### src/rtl/pfc_pwm_gen.sv
// Complementary dead-time PWM generator for the PFC stage, with period-synchronous duty update.
// Optional trip input enabled by defining PFC_PWM_FAULT_EN; default build ignores fault.
module pfc_pwm_gen #(
    parameter int unsigned PERIOD   = 200,
    parameter int unsigned DEADTIME = 4,
    parameter int unsigned MAX_DUTY = 190
) (
    input  logic       clk,
    input  logic       reset,
    input  logic       en,
    input  logic [7:0] duty_in,
    input  logic       fault,
    output logic       gate_hi,
    output logic       gate_lo,
    output logic       period_start,
    output logic [7:0] duty_active
);

    localparam int unsigned CNT_W = 8;
    localparam int unsigned DT_W  = 4;

    localparam logic [CNT_W-1:0] CNT_LAST = CNT_W'(PERIOD - 1);
    localparam logic [CNT_W-1:0] DUTY_MAX = CNT_W'(MAX_DUTY);
    localparam logic [DT_W-1:0]  DT_LAST  = DT_W'(DEADTIME - 1);

    typedef enum logic [2:0] {
        ST_IDLE,
        ST_DT,
        ST_HI,
`ifdef PFC_PWM_FAULT_EN
        ST_LO,
        ST_FAULT
`else
        ST_LO
`endif
    } state_t;

    state_t           state;
    state_t           state_nxt;
    logic [CNT_W-1:0] cnt;
    logic [CNT_W-1:0] duty_sh;
    logic [CNT_W-1:0] duty_clamp;
    logic [DT_W-1:0]  dt_cnt;
    logic             cnt_wrap;
    logic             raw;

    assign cnt_wrap    = en && (cnt == CNT_LAST);
    assign duty_clamp  = (duty_in > DUTY_MAX) ? DUTY_MAX : duty_in;
    assign raw         = (cnt < duty_sh);
    assign duty_active = duty_sh;

`ifndef PFC_PWM_FAULT_EN
    logic unused_fault;
    assign unused_fault = fault;
`endif

    // Period counter; parked at zero while disabled.
    always_ff @(posedge clk) begin
        if (reset) begin
            cnt <= '0;
        end else if (!en || cnt_wrap) begin
            cnt <= '0;
        end else begin
            cnt <= cnt + CNT_W'(1);
        end
    end

    // Shadow duty follows the command only while idle or at the period boundary.
    always_ff @(posedge clk) begin
        if (reset) begin
            duty_sh      <= '0;
            period_start <= 1'b0;
        end else begin
            if (!en || cnt_wrap) begin
                duty_sh <= duty_clamp;
            end
            period_start <= cnt_wrap;
        end
    end

    // Dead-time counter runs only while resident in DT.
    always_ff @(posedge clk) begin
        if (reset || (state != ST_DT)) begin
            dt_cnt <= '0;
        end else begin
            dt_cnt <= dt_cnt + DT_W'(1);
        end
    end

    always_ff @(posedge clk) begin
        if (reset) begin
            state   <= ST_IDLE;
            gate_hi <= 1'b0;
            gate_lo <= 1'b0;
        end else begin
            state   <= state_nxt;
            gate_hi <= (state_nxt == ST_HI);
            gate_lo <= (state_nxt == ST_LO);
        end
    end

    always_comb begin
        state_nxt = state;
        case (state)
            ST_IDLE: begin
                if (en) begin
                    state_nxt = ST_DT;
                end
            end
            ST_DT: begin
                if (dt_cnt == DT_LAST) begin
                    state_nxt = raw ? ST_HI : ST_LO;
                end
            end
            ST_HI: begin
                if (!raw) begin
                    state_nxt = ST_DT;
                end
            end
            ST_LO: begin
                if (raw) begin
                    state_nxt = ST_DT;
                end
            end
`ifdef PFC_PWM_FAULT_EN
            ST_FAULT: begin
                state_nxt = ST_FAULT;
            end
`endif
            default: begin
                state_nxt = ST_IDLE;
            end
        endcase

        if (!en) begin
            state_nxt = ST_IDLE;
        end
`ifdef PFC_PWM_FAULT_EN
        // A trip wins over everything, including a simultaneous disable.
        if (fault) begin
            state_nxt = ST_FAULT;
        end
`endif
    end

endmodule
### config.mk
export PLATFORM = sky130hd
export DESIGN_NAME = pfc_pwm_gen
export DESIGN_NICKNAME = d
export VERILOG_FILES = /design/src/rtl/pfc_pwm_gen.sv
export SDC_FILE = /design/constraint.sdc
export NUM_CORES = 1
export LEC_CHECK = 0
export ABC_AREA = 1
export BUFFER_PORTS_ARGS = -buffer_cell sky130_fd_sc_hd__buf_2
export CAP_MARGIN = 20
export CORE_MARGIN = 4
export CORE_UTILIZATION = 50
export CTS_BUF_LIST = sky130_fd_sc_hd__clkbuf_4 sky130_fd_sc_hd__clkbuf_8 sky130_fd_sc_hd__clkbuf_16
export DETAILED_ROUTE_END_ITERATION = 6
export GPL_TIMING_DRIVEN = 1
export PLACE_DENSITY = 0.73
export SYNTH_ARGS = -nofsm -noshare
export SYNTH_HDL_FRONTEND = slang
export SYNTH_SLANG_ARGS = --single-unit
### constraint.sdc
create_clock -name clk -period 4.26 [get_ports clk]
set_clock_uncertainty 0.15 [all_clocks]
set_input_delay 0.852 -clock clk [delete_from_list [all_inputs] [get_ports clk]]
set_output_delay 0.852 -clock clk [all_outputs]
set_load 0.01 [all_outputs]
# ---- Word level (Yosys, flattened, before mapping)
# Index checks and enable logic that the tools add are counted.
dict set report totals {
  input_bits 12
  elab_cells 32
  reg_bits 26
}
dict set report classes {
  eq_ne 8
  n_reduce_logical 6
  muxes 7
  addsub 2
  magnitude_cmp 2
}
# op n
set ops {}
lappend ops {{$eq 3x2->1 const B} 4}
lappend ops {{$mux 3} 4}
lappend ops {{$pmux 3 s4} 1}
lappend ops {{$add 8x1->8 const B} 1}
lappend ops {{$eq 8x8->1 const B} 1}
lappend ops {{$gt 8x8->1 const B} 1}
lappend ops {{$lt 8x8->1} 1}
lappend ops {{$mux 8} 1}
lappend ops {{$add 4x1->4 const B} 1}
lappend ops {{$eq 4x2->1 const B} 1}
lappend ops {{$eq 3x1->1 const B} 1}
lappend ops {{$logic_not 3->1} 1}
lappend ops {{$ne 3x1->1 const B} 1}
lappend ops {{$logic_or 1x1->1} 2}
lappend ops {{$reduce_or 2->1} 1}
lappend ops {{$logic_and 1x1->1} 1}
lappend ops {{$logic_not 1->1} 1}
lappend ops {{$mux 1} 1}

# ---- Logic depth before layout (Yosys ltp)
dict set report logic_depth {
  ltp_word 6
  ltp_mapped 12
  mapped_depth_nobuf 12
}

# ---- Worst setup path after synthesis
# OpenSTA, ideal clock, no wires.
dict set report synth_timing {
  path_type {input port to flip-flop}
  from {in duty_in[1]}
  to {reg duty_sh[6] (netlist: duty_active[6])}
  t_arrival_ns 1.381
  path_slack_ns 2.609
  setup_time_ns 0.120
  path_buffers 0
  cell_stages 5
  t_required_ns 3.990
  path_cell_list {nand4_1 > o21bai_1 > nand2_1 > a21oi_1 > a211oi_2}
}
dict set report synth_between {
  elab_chain_cells 2
}
# element line_no
set synth_rtl {}
lappend synth_rtl {{start: declaration} 11} ;# input logic [7:0] duty_in,
lappend synth_rtl {{$gt 8x8->1} 48} ;# assign duty_clamp = (duty_in > DUTY_MAX) ? DUTY_MAX : duty_in;
lappend synth_rtl {{$mux 8} 48}
lappend synth_rtl {{end signal: assignment} 75} ;# duty_sh <= duty_clamp;
lappend synth_rtl {{end: declaration} 41} ;# logic [CNT_W-1:0] duty_sh;
# No other way between the ends.
# A chain may end at the register's enable or synchronous reset.

# ---- Worst setup path in the final report
dict set report layout_timing {
  from {reg duty_sh[4] (netlist: duty_active[4])}
  to {out duty_active[4]}
}
# element line_no
set layout_lines {}
lappend layout_lines {{end: declaration} 16} ;# output logic [7:0] duty_active
# No word-level cell between the ends.

==> results.toml <==
[outcome]
outcome = "finished clean"

[cells_and_area]
antenna_cells = 0
area_growth_pct = 15.8
fin_nets = 208
drive_gt1_share_pct = 17.7

[critical_path]
start_kind = "flop"
crit_path_max_incr_delay_ps = 380
r2r_cells = 9
cp.arrival_ps = 840
cp_num_cells = 1
path_cells = "buf_2"
cp_max_fo = 3
worst_setup_path_end_kind = "primary output"
required_ps = 3260
crit_type = "reg -> out"
critPathSlowestCell = "dfxtp_1"
crit_family = "flip-flops"
crit_buf_inv = 1

[min_path]
whs_path_depth = 1
hold_path.class = "reg -> reg"

[logic_synthesis]
yosys_warnings = 0
synth_top_cell_by_area = "dfxtp_1"
synth_area_sq_mm = 0.00122
yosys-top-cells-area = "dfxtp_1 43%, ha_1 9.2%, inv_1 8.0%"
synth_fp_nets = 182
synth.distinct_cells = 24
seq_area_frac_synth_pct = 42.7
ys_ff_latch = 26
syn_inst = 161
synth_top_area_share_pct = 42.7
avgSynthCellArea_sq_um = 7.57

[routing]
via_count = 1068
drt_iter0_drc = 14
viasPerCell = 4.99
antenna_left = 0
drc = 0
routedWlPerCell_microns = 11.1
finalWirelength_mm = 2.38
firstDrtPassIters = 4

[global_routing]
grt_usage_pct = 16.1
antenna_found_initial = 0
grt_pass1_vias = 1024
grt.overflow.total = 0
grt_pass1_wl_mm = 4.24
grt_start_max_net_pins = 16

[timing]
fin_crit_ps = 1840
hold_slack_ps = 332
setup_viol = 0
post-route-period-util_pct = 43.1
rsz0062_at_grt = "no"
hold_viol = 0
fin_tns_setup_ps = 0
maxSlewViolCount = 0
fmax_mhz = 544

[power]
ir_worst_vdd_v = 0.000235
p_leak_nw = 0.651
p_per_area_mw_per_mm2 = 332

[floorplanning]
dieWidth_microns = 57.4
ioPinCount = 23
fp.coreArea_sq_mm = 0.00228
die_h_microns = 57.4
dieArea_sq_mm = 0.00329
start_util_pct = 53.5
rows = 17

[clocking]
clk_pin_slew_ps = 140
hold_buffers = 0
htreeDepth = 1
cts_made_buffers = 3
tritoncts = "yes"
cts_resized = 0
root_buffer = "clkbuf_4"
clockBufferDepth = 2
cts.sinks = 26
postCtsSetupBuffers = 0
clk_latency_ps = 320

[placed_design]
place.gp.congestion = 0.756
dp_hpwl_mm = 1.93
port_buffers = 21

[flow_run]
maxCapViolCount = 0
[where the power goes]
part / switching, W / internal [W]
sequential: 0.00000493 / 0.000251
combinational: 0.0000281 / 0.0000181
clock: 0.0000722 / 0.0000952
total: 0.000105 / 0.000364
[final cells by class]
type                            instances  area (sq um)
Fill cell                             205           865
Multi-Input combinational cell        108           594
Timing Repair Buffer                   21           105
Clock buffer                            3          22.5
Inverter                               27           104
Clock inverter                          1          30.0
Tap cell                               28          35.0
Sequential cell                        26           520
[cell families after synthesis]
logic type	after synthesis	synth area share [%]
and+or+nand+nor	70	25.9
DFF	26	42.7
AOI/OAI and AO/OA	26	11.9
xor gates and xnor gates	2	1.44
other	1	0.308
adders and majority gates	9	9.24
buffers and inverters	27	8.52
[state kept, by name (all words and copies together), names as in the netlist]
register      count
state             3
dt_cnt            4
cnt               8
duty_active       8
period_start      1
gate_lo           1
gate_hi           1
[cell usage after synthesis]
library cell / n
nor2_2: 1
dfxtp_1: 26
nor2_1: 25
nand2_2: 2
or2_2: 1
nand2_1: 22
o21bai_1: 1
conb_1: 1
nand3_1: 6
inv_4: 1
nand4_1: 3
a211oi_2: 1
ha_1: 9
o21ai_0: 8
xor2_1: 1
o21a_1: 1
nor3_1: 7
nand4_2: 1
o211ai_1: 1
nand2_4: 1
nor4_1: 1
inv_1: 26
a21oi_1: 14
xnor2_1: 1
[cells in the final DEF, fill, tap and decap left out, drive strengths merged]
cell type / synthesis / layout
nor3: 7 / 7
nand4: 4 / 4
conb: 1 / 1
o21ai: 8 / 8
nand2: 25 / 25
dfxtp: 26 / 26
a211oi: 1 / 1
a21oi: 14 / 14
clkbuf: 0 / 3
nor2: 26 / 26
ha: 9 / 9
xor2: 1 / 1
o21bai: 1 / 1
o21a: 1 / 1
xnor2: 1 / 1
nor4: 1 / 1
o211ai: 1 / 1
or2: 1 / 1
buf: 0 / 21
bufinv: 0 / 1
nand3: 6 / 6
inv: 27 / 27
[final timing paths]
path	start	end	slack, ps
max	duty_active[4]$_SDFFE_PP0P_	duty_active[4]	2420
min	cnt[0]$_SDFF_PP0_	cnt[0]$_SDFF_PP0_	330
max reg2reg	duty_active[5]$_SDFFE_PP0P_	gate_hi$_SDFF_PP0_	2620
min reg2reg	cnt[0]$_SDFF_PP0_	cnt[0]$_SDFF_PP0_	330
[metal layers]
| metal | up-vias | share of wire [%] | global-route usage (%) |
|---|---|---|---|
| li1 | 577 | - | - |
| met1 | 469 | 46 | 19.9 |
| met5 | - | 0 | 0 |
| met3 | 5 | 2.3 | 2.94 |
| met2 | 17 | 50 | 27.7 |
| met4 | 0 | 1.5 | 5.63 |
[stage by stage]
step	power, W	util, %	setup slack (ps)	cells	area (sq um)
4_1_cts	0.000475	62.0	2420	214	1410
3_3_place_gp	0.000306	59.7	2440	210	1360
2_1_floorplan	0.000289	-	2610	161	1220
3_5_place_dp	0.000307	59.7	2440	210	1360
5_1_grt	0.000495	62.0	2360	214	1410
6_report	0.000469	62.0	2420	214	1410
(Power assumes the default switching activity.)
